## src/rtl/alu_share_arbiter.sv

```systemverilog
// -----------------------------------------------------------------------------
// alu_share_arbiter
//
// Purpose:
//   Shares one (W+1)-bit ALU between two requesters. In IDLE, a round-robin
//   arbiter picks one pending requester and latches its opcode and operands.
//   EXEC computes the result from the latched copy in exactly one cycle and
//   registers it. RESP then holds the result until the granted requester
//   accepts it.
//
// Ports:
//   clk, rst        rising-edge clock, synchronous active-high reset
//   req_valid[1:0]  bit i: requester i has an operation pending
//   req_ready[1:0]  bit i: requester i's operation is accepted this cycle
//                   (combinational, IDLE only, at most one bit set)
//   op0/A0/B0       requester 0 opcode and operands
//   op1/A1/B1       requester 1 opcode and operands
//   resp_valid[1:0] bit i: out/zero/carry hold requester i's result
//   resp_ready[1:0] bit i: requester i accepts the result
//   out, zero       shared result and its zero flag
//   carry           ADD carry-out / SUB borrow-not (A >= B unsigned), else 0
// -----------------------------------------------------------------------------
module alu_share_arbiter #(
    parameter int W = 31
) (
    input  logic         clk,
    input  logic         rst,
    input  logic [1:0]   req_valid,
    output logic [1:0]   req_ready,
    input  logic [2:0]   op0,
    input  logic [W:0]   A0,
    input  logic [W:0]   B0,
    input  logic [2:0]   op1,
    input  logic [W:0]   A1,
    input  logic [W:0]   B1,
    output logic [1:0]   resp_valid,
    input  logic [1:0]   resp_ready,
    output logic [W:0]   out,
    output logic         zero,
    output logic         carry
);

    typedef enum logic [1:0] {IDLE, EXEC, RESP} state_t;

    state_t       state_reg;
    logic         last_grant_reg;
    logic         grant_reg;
    logic [2:0]   op_reg;
    logic [W:0]   a_reg;
    logic [W:0]   b_reg;

    logic         grant_next;
    logic         accept;

    // When both ports request, the port that did not win last time wins now.
    // With only one request pending, that port wins.
    always_comb begin
        grant_next = (req_valid == 2'b11) ? ~last_grant_reg : req_valid[1];
        // Gated by rst so that no handshake is shown while reset is held.
        accept     = (state_reg == IDLE) && (|req_valid) && !rst;
        req_ready  = accept ? (grant_next ? 2'b10 : 2'b01) : 2'b00;
    end

    // Bitwise gate banks, one gate of each kind per bit.
    logic [W:0] and_bits, or_bits, not_bits, xor_bits;

    generate
        for (genvar gi = 0; gi <= W; gi++) begin : g_gate_bank
            assign and_bits[gi] = a_reg[gi] & b_reg[gi];
            assign or_bits[gi]  = a_reg[gi] | b_reg[gi];
            assign not_bits[gi] = ~a_reg[gi];
            assign xor_bits[gi] = a_reg[gi] ^ b_reg[gi];
        end
    endgenerate

    // One adder does both ADD and SUB. SUB is A + ~B + 1, so its top bit is
    // the borrow-not flag (1 when A >= B unsigned).
    logic         is_sub;
    logic [W+1:0] sum_ext;
    logic [W:0]   alu_out;
    logic         alu_carry;

    always_comb begin
        is_sub    = (op_reg == 3'b101);
        sum_ext   = {1'b0, a_reg} + {1'b0, (is_sub ? ~b_reg : b_reg)}
                    + {{(W+1){1'b0}}, is_sub};
        alu_carry = 1'b0;
        case (op_reg)
            3'b000:  alu_out = and_bits;
            3'b001:  alu_out = or_bits;
            3'b010:  alu_out = not_bits;
            3'b011:  alu_out = xor_bits;
            3'b100: begin
                alu_out   = sum_ext[W:0];
                alu_carry = sum_ext[W+1];
            end
            3'b101: begin
                alu_out   = sum_ext[W:0];
                alu_carry = sum_ext[W+1];
            end
            3'b110:  alu_out = {{W{1'b0}}, ($signed(a_reg) < $signed(b_reg))};
            default: alu_out = b_reg;
        endcase
    end

    always_ff @(posedge clk) begin
        if (rst) begin
            state_reg      <= IDLE;
            last_grant_reg <= 1'b1;
            grant_reg      <= 1'b0;
            op_reg         <= 3'b000;
            a_reg          <= '0;
            b_reg          <= '0;
            resp_valid     <= 2'b00;
            out            <= '0;
            zero           <= 1'b0;
            carry          <= 1'b0;
        end else begin
            case (state_reg)
                IDLE: begin
                    if (accept) begin
                        op_reg         <= grant_next ? op1 : op0;
                        a_reg          <= grant_next ? A1 : A0;
                        b_reg          <= grant_next ? B1 : B0;
                        grant_reg      <= grant_next;
                        last_grant_reg <= grant_next;
                        state_reg      <= EXEC;
                    end
                end
                EXEC: begin
                    out        <= alu_out;
                    zero       <= (alu_out == '0);
                    carry      <= alu_carry;
                    resp_valid <= grant_reg ? 2'b10 : 2'b01;
                    state_reg  <= RESP;
                end
                RESP: begin
                    // Only the granted port can complete the handshake.
                    // out/zero/carry keep their value afterwards.
                    if (resp_ready[grant_reg]) begin
                        resp_valid <= 2'b00;
                        state_reg  <= IDLE;
                    end
                end
                default: state_reg <= IDLE;
            endcase
        end
    end

endmodule

```

## config.mk

```make
export PLATFORM = sky130hd
export DESIGN_NAME = alu_share_arbiter
export DESIGN_NICKNAME = d
export VERILOG_FILES = /design/src/rtl/alu_share_arbiter.sv
export SDC_FILE = /design/constraint.sdc
export NUM_CORES = 1
export LEC_CHECK = 0
export ABC_AREA = 1
export CAP_MARGIN = 20
export CORE_MARGIN = 2
export CORE_UTILIZATION = 30
export DETAILED_ROUTE_END_ITERATION = 8
export SLEW_MARGIN = 5
export SYNTH_ARGS = -nofsm -noshare
export SYNTH_HDL_FRONTEND = slang
export SYNTH_SLANG_ARGS = --single-unit
export TNS_END_PERCENT = 100
```

## constraint.sdc

```tcl
create_clock -name clk -period 7.31 [get_ports clk]
set_clock_uncertainty 0.15 [all_clocks]
set_input_delay 0.731 -clock clk [delete_from_list [all_inputs] [get_ports clk]]
set_output_delay 0.731 -clock clk [all_outputs]
set_load 0.1 [all_outputs]
```

### Yosys cells after proc, flatten, opt, wreduce, memory -nomap -nowiden

Index checks and enable logic that the tools add are counted.
W data, S select, Z words.

| cells by class | value |
|---|---|
| $lt $le $gt $ge | 2 |
| $add $sub $neg | 2 |
| mux-type cells | 16 |
| bitwise logic cells | 130 |
| reductions and logical operators | 12 |
| equal/unequal tests | 11 |

Operators by type and width:

| kind | number |
|---|---|
| $pmux W32 S6 | 1 |
| $mux W32 | 3 |
| $add A32 B32 Y33 | 1 |
| $add A33 B1 Y33 | 1 |
| $not A1 Y1 | 33 |
| $and A1 B1 Y1 | 32 |
| $logic_not A32 Y1 | 1 |
| $lt A32 B32 Y1 | 1 |
| $not A32 Y32 | 1 |
| $or A1 B1 Y1 | 32 |
| $xor A1 B1 Y1 | 32 |
| $mux W2 | 5 |
| $eq A3 B3 Y1 const B | 3 |
| $eq A3 B2 Y1 const B | 2 |
| $pmux W2 S3 | 1 |
| $reduce_and A2 Y1 | 3 |
| $eq A2 B2 Y1 const B | 2 |
| $mux W1 | 4 |
| $ne A2 B2 Y1 const B | 2 |
| $pmux W2 S2 | 1 |
| $reduce_or A2 Y1 | 2 |
| $eq A3 B1 Y1 const B | 1 |
| $logic_not A3 Y1 | 1 |
| $mux W3 | 1 |
| 6 further kinds | 7 |

| word-level totals | value |
|---|---|
| input port bits | 140 |
| logic and storage cells | 183 |
| register bits | 107 |
| output and inout bits | 38 |

### Longest topological paths before layout

| logic depth | value |
|---|---|
| depth after elaboration | 6 |
| mapped depth | 23 |
| depth with buffers taken out | 23 |

### Worst setup path after synthesis

Ideal clock, no wire load.

| timing | value |
|---|---|
| path type | in2out |
| start | in req_valid[1] |
| end | out req_ready[0] |
| arrival | 2504 ps |
| path slack | 3925 ps |
| required time | 6429 ps |
| stages | 7 |
| path buffers | 1 |
| cells stage by stage | nor2_1 > nor3_2 > inv_2 > nor2_1 > inv_2 > nor2_1 > clkbuf_1 |

| between the ends | value |
|---|---|
| word-level cells in the longest chain between the ends | 4 |
| elaborated cells between the ends (all ways) | 7 |
| those cells by class | eq/ne: 1; mux: 3; reduce/logical: 3 |

RTL lines:

| element | line | text |
|---|---|---|
| start, declared | 28 | `input logic [1:0] req_valid,` |
| $eq A2 B2 Y1 / $reduce_or A2 Y1 (equally long branches) | 58, 60 |  |
| $mux W1 / $logic_and A1 B1 Y1 (equally long branches) | 58, 60 |  |
| $mux W2 / $logic_and A1 B1 Y1 (equally long branches) | 61, 60 |  |
| $mux W2 * | 61 | `req_ready = accept ? (grant_next ? 2'b10 : 2'b01) : 2'b00;` |
| end, declared | 29 | `output logic [1:0] req_ready,` |

Mark *: on every way between the ends. The rest lies on a longest branch, timed or not.

### Worst setup path after layout

| timing | value |
|---|---|
| start | in req_valid[1] |
| end | out req_ready[1] |

Same word-level chain as after synthesis.

==> flow_metrics.tcl <==
set metrics [dict create \
    slew_headroom 0.338 \
    syn_area_um2 10000 \
    start_util 0.306 \
    die_w_um 187 \
    syn2layout_area_growth_pct 24.8 \
    drtPass1Iterations 5 \
    clk_latency_ps 370 \
    status "complete, no violations" \
    finalWirelength_mm 36.6 \
    fp-row-count 66 \
    max_freq_mhz 235 \
    fin_hold_ws_ps 348 \
    core_um2 32700 \
    tightest_slew_ps 990 \
    cts-htree-levels 3 \
    antenna_found_initial 0 \
    dieArea_um2 34800 \
    path_max_fanout 24 \
    seqPwrFrac 0.355 \
    hold_viol 0 \
    final_nets 2016 \
    ys_async_sr_fraction 0 \
    report.final.slew_viol_count 0 \
    p_sw_mw 0.800 \
    worstPathCellList "clkdlybuf4s50_1 > nor2_1 > nor3_2 > inv_2 > nor2_1 > inv_2 > nor2_4 > clkdlybuf4s50_1" \
    grt_pass1_wl_mm 57.3 \
    ctsResizeCount 0 \
    cap_violations 0 \
    grt_use_total 0.209 \
    switching_share 0.408 \
    peakVddDrop_uv 109 \
    start_kind "primary input" \
    wire_per_inst_um 16.7 \
    cp.arrival_ps 3370 \
    max_stage_delay_ps 1140 \
    drtIter0Drc 768 \
    min_period_over_period 0.581 \
    min_path_type "register to register" \
    ys_ff_latch 107 \
    post_cts_buffers 0 \
    path_class "primary input to primary output" \
    overflow 0 \
    hold_buffers 0 \
    cts_root_buf "clkbuf_16" \
    period_needed_ps 4250 \
    slowest_stage "clkdlybuf4s50_1" \
    clk_pin_slew_ps 70 \
    drc_errors 0 \
    place_hpwl_mm 29.5 \
    cts_tree "yes" \
    cts.sinks 107 \
    setup_viol 0 \
    cts_buffer_depth 2 \
    n_antenna_cell 0 \
    grt_pass1_vias 10200 \
    dpl_cell_area_um2 12100 \
    via_per_inst 4.91 \
    synth_ff_type "dfxtp_1" \
    synth_cell_types 45 \
    ant_nets 0 \
    critical_path_required_ps 6430 \
    synthCells 1607 \
    endpoint_kind "primary output" \
    yosysWarnings 0 \
    p_clk_frac 0.258 \
    portBuffers 177 \
    synth_nets 1881 \
    place_ws_ps 2740 \
    vias 10800 \
    gp_congestion 0.940 \
    power.share.combinational 0.387 \
    synth_edf_count 0 \
    p_int_mw 1.16 \
    ys_seq_area_frac 0.214 \
    io_pins 178 \
    rsz0062_at_grt "no" \
    leakage_nw 5.68 \
    finalSetupTns_ps 0 \
    grt_max_degree 74 \
    numCtsBuffers 9 \
    pwr_density_cell_nw_per_um2 157 \
    drive_above_1_share 0.0241 \
    avgSynthCellArea_um2 6.22 \
    final_area_um2 12500 \
    fin_ws_ps 3060 \
    die_y_um 187 \
]
## layout by cell type (no fill, tap or decap), drive strengths merged, types with 10 or more instances in the layout
cell type and count:
a21oi 78, nor2 99, o221ai 10, clkdlybuf4s50 176, a211oi 19, nor3 16
a31oi 55, nand3 76, nand4 13, inv 233, nand2 545, o21ai 70
nand3b 12, xor2 31, ha 133, dfxtp 107
## cells by family after synthesis
family,synth area share
AO/OA/AOI/OAI,0.164
AND/OR/NAND/NOR,0.312
adder cells (fa/ha/maj),0.168
buffers and inverters,0.114
XOR/XNOR,0.0272
flip-flops,0.214
## area by class of cell
cell class	instances	area, um^2
clock buffer	9	225
clock inverter	6	75.1
fill	3524	20200
inverter	231	867
multi-input combinational	1208	6740
sequential	107	2140
tap	442	553
timing repair buffer	185	1870
## stage by stage
| stage | cells | utilization | power [mW] |
|---|---|---|---|
| 5_1_grt | 2188 | 0.382 | 2.07 |
| 3_3_place_gp | 2170 | 0.370 | 1.45 |
| 4_1_cts | 2185 | 0.379 | 1.96 |
| 6_report | 2188 | 0.382 | 1.96 |
| 3_5_place_dp | 2170 | 0.370 | 1.45 |
| 2_1_floorplan | 1607 | - | 1.19 |
## path summary, 6_finish.rpt
kind | start | endpoint | slack, ps | cells after the start
setup / recovery | req_valid[1] | req_ready[1] | 3060 | 8
hold / removal | carry | carry | 350 | 2
setup reg to reg | op_reg[2] | zero | 3120 | 21
hold reg to reg | carry | carry | 350 | 2
## per-layer routing
metal / up-vias / part of all wire / track usage
met4: 0 / 0.036 / 0.0836
li1: 5456 / - / -
met2: 395 / 0.43 / 0.331
met3: 51 / 0.069 / 0.0340
met1: 4851 / 0.46 / 0.282
met5: - / 0 / 0
## worst max-delay path: cells and delay by family
kind                   cells  cell delay (ps)
AND/OR/NAND/NOR            4              620
buffers and inverters      4             2000
## cell usage after synthesis, types with 15 or more instances
cell / number / area share
a31oi_1: 55 / 0.034
clkbuf_1: 35 / 0.013
nor3_1: 15 / 0.0075
dfxtp_1: 107 / 0.21
nand2_1: 545 / 0.20
ha_1: 133 / 0.17
xor2_1: 31 / 0.027
nand3_1: 74 / 0.037
inv_1: 225 / 0.084
a21oi_1: 78 / 0.039
nor2_1: 97 / 0.036
a211oi_1: 19 / 0.014
o21ai_0: 69 / 0.035
buf_2: 15 / 0.0075
## power by group through the flow
stage	Combinational [mW]	Clock [mW]	Sequential [mW]
6_report	0.759	0.506	0.695
4_1_cts	0.751	0.517	0.694
3_3_place_gp	0.742	0	0.706
5_1_grt	0.831	0.542	0.702
2_1_floorplan	0.372	0	0.816
3_5_place_dp	0.747	0	0.707
Note: power is estimated with default switching activity, not from simulation.
